==> config.mk <==
export PLATFORM = sky130hd
export DESIGN_NAME = lin_schedule_ctrl_flat
export DESIGN_NICKNAME = d
export VERILOG_FILES = /design/src/rtl/lin_sched_pkg.sv /design/src/rtl/lin_schedule_ctrl_if.sv /design/src/rtl/lin_sched_table.sv /design/src/rtl/lin_schedule_ctrl.sv /design/src/flat_wrapper.sv
export SDC_FILE = /design/constraint.sdc
export NUM_CORES = 1
export LEC_CHECK = 0
export ABC_CLOCK_PERIOD_IN_PS = 3600
export BUFFER_PORTS_ARGS = -buffer_cell sky130_fd_sc_hd__buf_4
export CAP_MARGIN = 30
export CORE_AREA = 5 5 184 186
export DETAILED_ROUTE_END_ITERATION = 12
export DIE_AREA = 0 0 189 191
export PLACE_DENSITY = 0.58
export SYNTH_ARGS = -nofsm -noshare
export SYNTH_HDL_FRONTEND = slang
export SYNTH_SLANG_ARGS = --single-unit
==> constraint.sdc <==
create_clock -name clk -period 3.6 [get_ports clk]
set_clock_uncertainty 0.05 [all_clocks]
set_input_delay 0.18 -clock clk [delete_from_list [all_inputs] [get_ports clk]]
set_output_delay 0.18 -clock clk [all_outputs]
set_load 0.01 [all_outputs]
==> src/rtl/lin_sched_pkg.sv <==
`default_nettype none
// +----------------------------------------------------------------------+
// | lin_sched_pkg : shared types and constants for the LIN scheduler     |
// | Revision      : 1.0                                                  |
// +----------------------------------------------------------------------+
package lin_sched_pkg;

    typedef enum logic [2:0] {
        IDLE        = 3'd0,
        ISSUE       = 3'd1,
        WAIT_FRAME  = 3'd2,
        SLOT_WAIT   = 3'd3,
        SLEEP_ISSUE = 3'd4,
        SLEEP       = 3'd5
    } state_e;

    localparam logic [5:0] SLEEP_ID = 6'h3C;
    localparam logic [7:0] ERR_MAX  = 8'd255;

endpackage
`default_nettype wire

==> src/rtl/lin_schedule_ctrl_if.sv <==
`default_nettype none
// +----------------------------------------------------------------------+
// | lin_schedule_ctrl_if : header request / frame status handshake       |
// | Revision             : 1.0                                           |
// +----------------------------------------------------------------------+
interface lin_schedule_ctrl_if;
    logic       hdr_req;
    logic [5:0] hdr_id;
    logic       hdr_ack;
    logic       frame_done;
    logic       frame_err;

    modport master (output hdr_req, hdr_id, input hdr_ack, frame_done, frame_err);
    modport slave  (input hdr_req, hdr_id, output hdr_ack, frame_done, frame_err);
endinterface
`default_nettype wire

==> src/rtl/lin_sched_table.sv <==
`default_nettype none
// +----------------------------------------------------------------------+
// | lin_sched_table : schedule entries, sync write / combinational read  |
// | Revision        : 1.0                                                |
// +----------------------------------------------------------------------+
module lin_sched_table #(
    parameter  int N_SLOTS = 8,
    parameter  int LEN_W   = 16,
    localparam int IDX_W   = $clog2(N_SLOTS)
) (
    input  wire logic             clk,
    input  wire logic             reset,
    input  wire logic             we_i,
    input  wire logic [IDX_W-1:0] waddr_i,
    input  wire logic [5:0]       wid_i,
    input  wire logic [LEN_W-1:0] wlen_i,
    input  wire logic [IDX_W-1:0] raddr_i,
    output logic      [5:0]       rid_o,
    output logic      [LEN_W-1:0] rlen_o
);
    logic [5:0]       id_q  [N_SLOTS];
    logic [LEN_W-1:0] len_q [N_SLOTS];

    always_ff @(posedge clk or negedge reset) begin
        if (!reset) begin
            for (int i = 0; i < N_SLOTS; i++) begin
                id_q[i]  <= '0;
                len_q[i] <= '0;
            end
        end else if (we_i) begin
            id_q[waddr_i]  <= wid_i;
            len_q[waddr_i] <= wlen_i;
        end
    end

    assign rid_o  = id_q[raddr_i];
    assign rlen_o = len_q[raddr_i];

endmodule
`default_nettype wire

==> src/rtl/lin_schedule_ctrl.sv <==
`default_nettype none
// +----------------------------------------------------------------------+
// | lin_schedule_ctrl : LIN master schedule-table sequencer with sleep    |
// | Revision          : 1.0                                               |
// +----------------------------------------------------------------------+
module lin_schedule_ctrl
    import lin_sched_pkg::*;
#(
    parameter  int N_SLOTS = 8,
    parameter  int LEN_W   = 16,
    localparam int IDX_W   = $clog2(N_SLOTS)
) (
    input  wire logic             clk,
    input  wire logic             reset,
    input  wire logic             en_i,
    input  wire logic             tick_i,
    input  wire logic             cfg_we_i,
    input  wire logic [IDX_W-1:0] cfg_addr_i,
    input  wire logic [5:0]       cfg_id_i,
    input  wire logic [LEN_W-1:0] cfg_len_i,
    input  wire logic [IDX_W:0]   cfg_num_i,
    input  wire logic             sleep_req_i,
    input  wire logic             wake_req_i,
    lin_schedule_ctrl_if.master   hdr_if,
    output logic      [IDX_W-1:0] slot_idx_o,
    output logic      [7:0]       err_cnt_o,
    output logic                  busy_o,
    output logic                  asleep_o
);
    localparam logic [LEN_W-1:0] LEN_ONE = 1;
    localparam logic [IDX_W:0]   IDX_ONE = 1;

    state_e           state_q, state_d;
    logic [IDX_W-1:0] slot_idx_q, slot_idx_d;
    logic [LEN_W-1:0] timer_q, timer_d;
    logic [LEN_W-1:0] snap_len_q;
    logic [5:0]       snap_id_q;
    logic [7:0]       err_cnt_q;
    logic             sleep_q, sleep_d;
    logic             sleep_frame_q, sleep_frame_d;

    logic [5:0]       tbl_id;
    logic [LEN_W-1:0] tbl_len;
    logic [IDX_W:0]   idx_inc;
    logic [IDX_W-1:0] next_idx;
    logic             reached, slot_end, err_inc, load_snap;

    // Table is addressed by the next index so the snapshot lands with the state change.
    lin_sched_table #(.N_SLOTS(N_SLOTS), .LEN_W(LEN_W)) u_table (
        .clk     (clk),
        .reset   (reset),
        .we_i    (cfg_we_i),
        .waddr_i (cfg_addr_i),
        .wid_i   (cfg_id_i),
        .wlen_i  (cfg_len_i),
        .raddr_i (slot_idx_d),
        .rid_o   (tbl_id),
        .rlen_o  (tbl_len)
    );

    assign idx_inc  = {1'b0, slot_idx_q} + IDX_ONE;
    assign next_idx = (idx_inc >= cfg_num_i) ? '0 : idx_inc[IDX_W-1:0];
    assign reached  = (timer_q >= snap_len_q);

    always_comb begin
        state_d       = state_q;
        slot_idx_d    = slot_idx_q;
        timer_d       = timer_q;
        sleep_frame_d = sleep_frame_q;
        sleep_d       = sleep_q | (sleep_req_i & busy_o);
        err_inc       = 1'b0;
        slot_end      = 1'b0;

        if ((state_q == WAIT_FRAME || state_q == SLOT_WAIT) && tick_i && !reached)
            timer_d = timer_q + LEN_ONE;

        case (state_q)
            IDLE: begin
                if (sleep_req_i) begin
                    state_d = SLEEP_ISSUE;
                end else if (en_i && cfg_num_i != '0) begin
                    state_d    = ISSUE;
                    slot_idx_d = '0;
                end
            end
            ISSUE, SLEEP_ISSUE: begin
                if (hdr_if.hdr_ack) begin
                    state_d       = WAIT_FRAME;
                    timer_d       = '0;
                    sleep_frame_d = (state_q == SLEEP_ISSUE);
                end
            end
            WAIT_FRAME: begin
                // A response completing on the timeout cycle is a success, not a timeout.
                if (hdr_if.frame_done || hdr_if.frame_err) begin
                    err_inc = hdr_if.frame_err;
                    if (sleep_frame_q)  state_d  = SLEEP;
                    else if (reached)   slot_end = 1'b1;
                    else                state_d  = SLOT_WAIT;
                end else if (reached) begin
                    err_inc = 1'b1;
                    if (sleep_frame_q)  state_d  = SLEEP;
                    else                slot_end = 1'b1;
                end
            end
            SLOT_WAIT: begin
                if (reached) slot_end = 1'b1;
            end
            SLEEP: begin
                if (wake_req_i) begin
                    state_d = IDLE;
                    sleep_d = 1'b0;
                end
            end
            default: state_d = IDLE;
        endcase

        if (slot_end) begin
            slot_idx_d = next_idx;
            if (sleep_q || sleep_req_i) state_d = SLEEP_ISSUE;
            else if (!en_i)             state_d = IDLE;
            else                        state_d = ISSUE;
        end
    end

    assign load_snap = (state_d == ISSUE || state_d == SLEEP_ISSUE) && (state_d != state_q);

    always_ff @(posedge clk or negedge reset) begin
        if (!reset) begin
            state_q       <= IDLE;
            slot_idx_q    <= '0;
            timer_q       <= '0;
            snap_len_q    <= '0;
            snap_id_q     <= '0;
            err_cnt_q     <= '0;
            sleep_q       <= 1'b0;
            sleep_frame_q <= 1'b0;
        end else begin
            state_q       <= state_d;
            slot_idx_q    <= slot_idx_d;
            timer_q       <= timer_d;
            sleep_q       <= sleep_d;
            sleep_frame_q <= sleep_frame_d;
            if (err_inc && err_cnt_q != ERR_MAX)
                err_cnt_q <= err_cnt_q + 8'd1;
            if (load_snap) begin
                snap_id_q  <= tbl_id;
                snap_len_q <= (tbl_len == '0) ? LEN_ONE : tbl_len;
            end
        end
    end

    always_comb begin
        hdr_if.hdr_id = 6'h00;
        if (state_q == ISSUE)       hdr_if.hdr_id = snap_id_q;
        if (state_q == SLEEP_ISSUE) hdr_if.hdr_id = SLEEP_ID;
    end

    assign hdr_if.hdr_req = (state_q == ISSUE) || (state_q == SLEEP_ISSUE);
    assign slot_idx_o     = slot_idx_q;
    assign err_cnt_o      = err_cnt_q;
    assign busy_o         = !(state_q == IDLE || state_q == SLEEP);
    assign asleep_o       = (state_q == SLEEP);

endmodule
`default_nettype wire

==> src/flat_wrapper.sv <==
// flat-port wrapper written by rule: the top's interface ports become plain ports
module lin_schedule_ctrl_flat import lin_sched_pkg::*;
#(
    parameter  int N_SLOTS = 8,
    parameter  int LEN_W   = 16,
    localparam int IDX_W   = $clog2(N_SLOTS)
)
  (clk, reset, en_i, tick_i, cfg_we_i, cfg_addr_i, cfg_id_i, cfg_len_i, cfg_num_i, sleep_req_i, wake_req_i, slot_idx_o, err_cnt_o, busy_o, asleep_o, hdr_if_hdr_req, hdr_if_hdr_id, hdr_if_hdr_ack, hdr_if_frame_done, hdr_if_frame_err);
  lin_schedule_ctrl_if hdr_if_i ();
  input  wire logic clk;
  input  wire logic reset;
  input  wire logic en_i;
  input  wire logic tick_i;
  input  wire logic cfg_we_i;
  input  wire logic [IDX_W-1:0] cfg_addr_i;
  input  wire logic [5:0] cfg_id_i;
  input  wire logic [LEN_W-1:0] cfg_len_i;
  input  wire logic [IDX_W:0] cfg_num_i;
  input  wire logic sleep_req_i;
  input  wire logic wake_req_i;
  output logic      [IDX_W-1:0] slot_idx_o;
  output logic      [7:0] err_cnt_o;
  output logic busy_o;
  output logic asleep_o;
  output wire logic [$bits(hdr_if_i.hdr_req)-1:0] hdr_if_hdr_req;
  output wire logic [$bits(hdr_if_i.hdr_id)-1:0] hdr_if_hdr_id;
  input wire logic [$bits(hdr_if_i.hdr_ack)-1:0] hdr_if_hdr_ack;
  input wire logic [$bits(hdr_if_i.frame_done)-1:0] hdr_if_frame_done;
  input wire logic [$bits(hdr_if_i.frame_err)-1:0] hdr_if_frame_err;
  assign hdr_if_hdr_req = hdr_if_i.hdr_req;
  assign hdr_if_hdr_id = hdr_if_i.hdr_id;
  assign hdr_if_i.hdr_ack = hdr_if_hdr_ack;
  assign hdr_if_i.frame_done = hdr_if_frame_done;
  assign hdr_if_i.frame_err = hdr_if_frame_err;
  lin_schedule_ctrl #(.N_SLOTS(N_SLOTS), .LEN_W(LEN_W)) u_core (.clk(clk), .reset(reset), .en_i(en_i), .tick_i(tick_i), .cfg_we_i(cfg_we_i), .cfg_addr_i(cfg_addr_i), .cfg_id_i(cfg_id_i), .cfg_len_i(cfg_len_i), .cfg_num_i(cfg_num_i), .sleep_req_i(sleep_req_i), .wake_req_i(wake_req_i), .hdr_if(hdr_if_i), .slot_idx_o(slot_idx_o), .err_cnt_o(err_cnt_o), .busy_o(busy_o), .asleep_o(asleep_o));
endmodule
Word-level counts from Yosys, hierarchy flattened
Index checks and enable logic that the tools add are counted.
{"block": "word_totals", "input_bits": 39, "out_inout_bits": 20, "word_cells": 110, "regBits": 230}
{"block": "classes", "n_mux": 46, "addsub": 3, "order_cmp": 5, "bitwise_logic": 4, "reduce_logical": 19, "eq_ne": 9}
{"cell": "$bwmux W128", "count": 1}
{"cell": "$mux W16", "count": 7}
{"cell": "$bmux W16 S3", "count": 1}
{"cell": "$bwmux W48", "count": 1}
{"cell": "$demux W16 S3", "count": 1}
{"cell": "$mux W3", "count": 16}
{"cell": "$mux W6", "count": 5}
{"cell": "$bmux W6 S3", "count": 1}
{"cell": "$demux W6 S3", "count": 1}
{"cell": "$add A16 B1 Y16 const B", "count": 1}
{"cell": "$ge A16 B16 Y1", "count": 1}
{"cell": "$logic_not A16 Y1", "count": 1}
{"cell": "$pmux W3 S5", "count": 1}
{"cell": "$mux W1", "count": 10}
{"cell": "$eq A3 B3 Y1 const B", "count": 3}
{"cell": "$add A8 B1 Y8 const B", "count": 1}
{"cell": "$ge A4 B4 Y1 const B", "count": 2}
{"cell": "$ne A8 B8 Y1 const B", "count": 1}
{"cell": "$not A3 Y4", "count": 2}
{"cell": "$eq A3 B1 Y1 const B", "count": 2}
{"cell": "$eq A3 B2 Y1 const B", "count": 2}
{"cell": "$logic_and A1 B1 Y1", "count": 6}
{"cell": "$logic_or A1 B1 Y1", "count": 6}
{"cell": "$add A3 B1 Y4 const B", "count": 1}
{"cell": "other kinds (11)", "count": 12}

Depth between registers and ports, before layout
{"block": "depth", "depth_word": 12, "ltp_mapped": 18, "ltp_nobuf": 15}

By module
Synthesis repeated with hierarchy kept, for this count alone.
{"block": "unflattened", "cells_unflattened": 766, "area_unflattened_um2": 11258.3}
{"module": "lin_sched_table", "cells_per_inst": 454, "instances": 1, "seq_area_each_um2": 4404.2, "area_per_inst_um2": 8044.0}
{"module": "lin_schedule_ctrl", "cells_per_inst": 312, "instances": 1, "seq_area_each_um2": 1351.3, "area_per_inst_um2": 3214.3}

Worst setup path before layout
Ideal clock, no wire load.
{"block": "synth_timing", "kind": "reg-to-reg", "from": "register u_core.timer_q[15]", "to": "register u_core.snap_len_q[0]", "t_required_ns": 3.468, "stages_incl_launch_ff": 16, "path_buffers": 2, "setup_ns": 0.082, "arrival_time_ns": 3.576, "period_less_slack_ns": 3.708, "setup_slack_ns": -0.108, "cell_sequence": "dfrtp_1 ha_1 nand4_1 nor3_1 or3b_1 a31o_1 buf_6 nor2_1 a31oi_4 inv_2 buf_4 mux2_2 o221ai_1 nand4_1 or4_1 a31oi_1"}
{"block": "synth_via", "elab_chain_cells": 12, "word_cells_on_any_way": 24, "cone_classes": "order compare: 1; eq/ne: 3; mux: 16; bitwise: 1; reduce/logical: 3"}
{"element": "from (decl)", "line": "lin_schedule_ctrl.sv:35", "source": "logic [LEN_W-1:0] timer_q, timer_d;"}
{"element": "from (signal assigned)", "line": "lin_schedule_ctrl.sv:141", "source": "timer_q <= timer_d;"}
{"element": "$ge A16 B16 Y1 (*)", "line": "lin_schedule_ctrl.sv:63", "source": "assign reached = (timer_q >= snap_len_q);"}
{"element": "$mux W1", "line": "lin_schedule_ctrl.sv:98, lin_schedule_ctrl.sv:107"}
{"element": "$mux W1", "line": "lin_schedule_ctrl.sv:97", "source": "if (sleep_frame_q) state_d = SLEEP;"}
{"element": "$mux W1", "line": "lin_schedule_ctrl.sv:95", "source": "if (hdr_if.frame_done || hdr_if.frame_err) begin"}
{"element": "$pmux W1 S2", "line": "lin_schedule_ctrl.sv:77", "source": "case (state_q)"}
{"element": "$mux W3", "line": "lin_schedule_ctrl.sv:118", "source": "if (slot_end) begin"}
{"element": "$not A3 Y4 (implied by the code)", "line": "lin_sched_table.sv:37", "source": "assign rlen_o = len_q[raddr_i];"}
{"element": "$bmux W16 S3", "line": "lin_sched_table.sv:37"}
{"element": "$mux W16 (implied by the code) (2 in series)", "line": "lin_sched_table.sv:37"}
{"element": "$logic_not A16 Y1", "line": "lin_schedule_ctrl.sv:148", "source": "snap_len_q <= (tbl_len == '0) ? LEN_ONE : tbl_len;"}
{"element": "$mux W16", "line": "lin_schedule_ctrl.sv:148"}
{"element": "to (signal assigned)", "line": "lin_schedule_ctrl.sv:148"}
{"element": "to (decl)", "line": "lin_schedule_ctrl.sv:36", "source": "logic [LEN_W-1:0] snap_len_q;"}
Mark *: on every way between the ends. The rest lies on a longest branch, timed or not. The select of a mux whose other input is x is not followed.
A chain may end at the register's enable or synchronous reset.

Worst setup path after layout
{"block": "layout_timing", "from": "register u_core.timer_q[14]", "to": "register u_core.snap_len_q[0]"}
The elaborated chain is that of the path after synthesis.

==> key figures <==
Layout
  • Layout cell share with drive strength beyond 1: 41.6%
  • Post-Layout Cell Count: 1511
  • Most common cell after layout, fill and taps aside: dfrtp_1
  • Layout fillers: 2948
  • Most frequent cells in the layout: 230 x dfrtp_1, 194 x mux2_2, 150 x buf_4
  • Number of diodes: 0
  • Sequential Area: 5760 µm²
  • Area growth syn-to-layout: 29.8%
  • Area of the multi-input gates: 5280 µm²
  • Layout Nets: 1148

Yosys
  • Register area share after synthesis: 52.3%
  • Avg Cell Area, Syn: 12.2 µm²
  • Yosys warns: 0
  • Synth Instances: 904
  • Ys async rst share: 100%
  • Syn Nets: 966
  • Count of cell types in the netlist: 53
  • EDFF count, synth: 0
  • Post-Syn Area: 11000 µm²
  • Primary FF master, synth: dfrtp_1
  • Register bit total from synthesis: 230

CTS
  • TritonCTS buffer count: 26
  • Worst-path clk slew: 0.06 ns
  • Clk buf depth: 3
  • Worst-skew pair later-pin latency: 0.53 ns
  • H-tree lvl count: 1
  • TritonCTS clock tree: built
  • Sink Count: 230
  • Root Buffer: clkbuf_16

Global route
  • Largest net degree at the start of global routing: 86
  • Global-route wire length before repair: 43800 µm
  • Global route overflow: 0
  • Antenna violations before repair: 0
  • Vias in the first global route: 7965
  • Total GRT Usage: 14.8%

Routing
  • Antenna Nets Post-Route: 0
  • Vias/cell: 5.05
  • Vias after detailed routing: 7624
  • Initial DRT Pass Iterations: 4
  • Post-Route WL: 27000 µm
  • Initial DRC Count: 401
  • Remaining DRCs: 0
  • WL/cell: 17.9 µm

Place
  • Gp weighted congestion: 0.807
  • Post-DP HPWL: 16800 µm
  • DP Cell Count: 1417
  • # port buffers: 58

Floorplanning
  • # rows: 66
  • Chip width: 189 µm
  • CORE AREA: 32100 µm²
  • Die area: 36100 µm²
  • I/O pin count: 59
  • Initial Utilization: 34.2%
  • Die height: 191 µm

Timing
  • Fin. max-slew vios: 0
  • Final setup margin: -0.256 ns
  • Worst relative slew slack: 52.3%
  • Clock period minus worst slack: 3.86 ns
  • Setup total negative slack: -0.303 ns
  • Peak Freq: 0.259 GHz
  • Tcrit/Tclk final: 107%
  • Slew at the pin with the worst max-slew slack: 0.715 ns
  • RSZ-0062 raised after global routing: yes
  • Final hold vios: 0
  • Setup violators final: 2

Run status
  • Status: finished with violations
  • Violated checks: setup timing

Pwr
  • Leakage dissipation: 6.27 nW
  • Total power: 0.00875 W
  • Pwr Density: 614 nW/µm²
  • Peak supply drop: 0.000278 V

Critical path
  • Crit end category: flip-flop
  • Worst EP arrival: 4.26 ns
  • Startpoint types: flip-flop
  • R2R setup slack: -0.26 ns
  • Worst r2r path cells: 16
  • Worst EP required: 4.00 ns
  • Worst R2R End: u_core.snap_len_q[0]$_DFFE_PN0P_
  • Worst R2R Start: u_core.timer_q[14]$_DFF_PN0_
  • WS Path Type: flip-flop to flip-flop
  • Critical Path Fanout Max: 9

Worst hold path
  • Worst hold endpoint: u_core.err_cnt_o[1]$_DFFE_PN0P_
  • Hold path cells: 4
  • Hold WC Path Type: input port to flip-flop
  • Hold path startpoint: hdr_if_frame_err

Run
  • Number of max-cap violations: 0
==> how the worst max path moves through the flow <==
stage / start / endpoint / cells after the start
floorplan: u_core.timer_q[13]$_DFF_PN0_ / u_core.snap_len_q[0]$_DFFE_PN0P_ / 15
global placement: u_core.timer_q[0]$_DFF_PN0_ / u_core.snap_len_q[0]$_DFFE_PN0P_ / 16
detailed placement: u_core.timer_q[15]$_DFF_PN0_ / u_core.snap_len_q[0]$_DFFE_PN0P_ / 15
CTS: u_core.timer_q[14]$_DFF_PN0_ / u_core.snap_len_q[0]$_DFFE_PN0P_ / 16
global route: u_core.timer_q[14]$_DFF_PN0_ / u_core.snap_len_q[0]$_DFFE_PN0P_ / 14
finish: u_core.timer_q[14]$_DFF_PN0_ / u_core.snap_len_q[0]$_DFFE_PN0P_ / 16
==> sequential cells by signal, indices dropped and copies added (netlist names) <==
signal / flops
u_core.snap_id_q: 6
u_core.timer_q: 16
u_core.sleep_frame_q: 1
u_core.u_table.len_q: 128
u_core.snap_len_q: 16
u_core.slot_idx_o: 3
u_core.state_q: 3
u_core.sleep_q: 1
u_core.err_cnt_o: 8
u_core.u_table.id_q: 48
==> kinds of logic after synthesis <==
logic type,Yosys count,share of synthesized area (%)
mux,245,24.8
fa+ha+maj,23,2.62
flops,230,52.3
compound gates,110,7.02
simple gates,199,8.51
xor+xnor,24,1.91
buf+inv,73,2.82
==> timing repair <==
action	CTS	global route
pin swaps	18	20
resized for setup	40	27
setup buffers	16	4
endpoints found under the hold margin	260	0
gates cloned	2	1
hold buffers	26	0
endpoints found under the setup margin	12	12
==> layer usage <==
metal	vias up	part of all wire, %	GRT usage, %	routed length (µm)
li1	3619	-	-	-
met1	3844	47	20.9	12800
met2	119	47	24.3	12600
met3	42	3.8	2.15	1040
met4	0	2.0	3.53	537
met5	-	0	0	0
==> report_power, final <==
part | internal (W) | switching, W
Combinational | 0.00137 | 0.00127
Clock | 0.00150 | 0.00105
Sequential | 0.00323 | 0.000337
Total | 0.00611 | 0.00265
==> per-stage QoR <==
| stage | setup slack, ns | hold slack [ns] | instance area, µm² | util (%) |
|---|---|---|---|---|
| after detailed placement | -0.464 | 0.172 | 12600 | 39.1 |
| after global routing | -0.417 | 0.181 | 14300 | 44.4 |
| after global placement | -0.439 | 0.176 | 12600 | 39.1 |
| final | -0.256 | 0.132 | 14300 | 44.4 |
| after CTS | -0.236 | 0.108 | 14000 | 43.7 |
| after floorplan | 0.0217 | -0.166 | 11000 | - |
==> synthesized netlist by cell type (2+ instances only) <==
master    count  share of area [%]
ha_1         23                2.6
nand4b_1      4               0.32
a21o_1        3               0.20
and2_1        6               0.34
o21ai_0       9               0.41
buf_1         6               0.20
dfrtp_1     230                 52
a311oi_1      6               0.48
and3_1        7               0.40
a211oi_1      6               0.41
nor2b_1       4               0.23
mux2_2      194                 20
nand2b_1      6               0.34
mux2i_1      37                3.4
mux2_1       13                1.3
o211ai_1      3               0.20
o21a_1        3               0.20
o221ai_1     15                1.2
buf_6         3               0.31
nand4_1       9               0.51
inv_1        27               0.92
nand3_1      13               0.59
buf_2         8               0.36
nand2_1      68                2.3
a22oi_1      15                1.0
clkbuf_1     27               0.92
xnor2_1      10               0.80
xor2_1       14                1.1
a21oi_1      31                1.4
a22o_1        2               0.16
nor2_1       58                2.0
o22ai_1       2               0.11
nor3_1        7               0.32
nor3b_1       2               0.14
nor4b_1       2               0.16
a31oi_1       8               0.46
nor4_1        2               0.11
nand3b_1      6               0.41
==> cell type report <==
type / instances / area share [%]
clock inverters: 7 / 0.289
inverters: 28 / 0.772
flip-flops and latches: 230 / 40.3
well taps: 408 / 3.58
clock buffers: 38 / 5.52
multi-input cells: 601 / 37.0
repair buffers: 199 / 12.5
==> critical path: stages, from the launching register on <==
cell and delay, ns:
dfrtp_1 0.42, ha_4 0.28, nand4_1 0.15, nor3_2 0.15
or3b_4 0.42, a31o_4 0.29, a31oi_4 0.23, clkinv_4 0.15
buf_12 0.16, buf_16 0.14, buf_4 0.14, mux2i_2 0.17
a22oi_2 0.11, o221ai_2 0.12, nand4b_1 0.14, or4_1 0.48
a31oi_1 0.17
No activity file was read; power rests on OpenSTA's default activity.
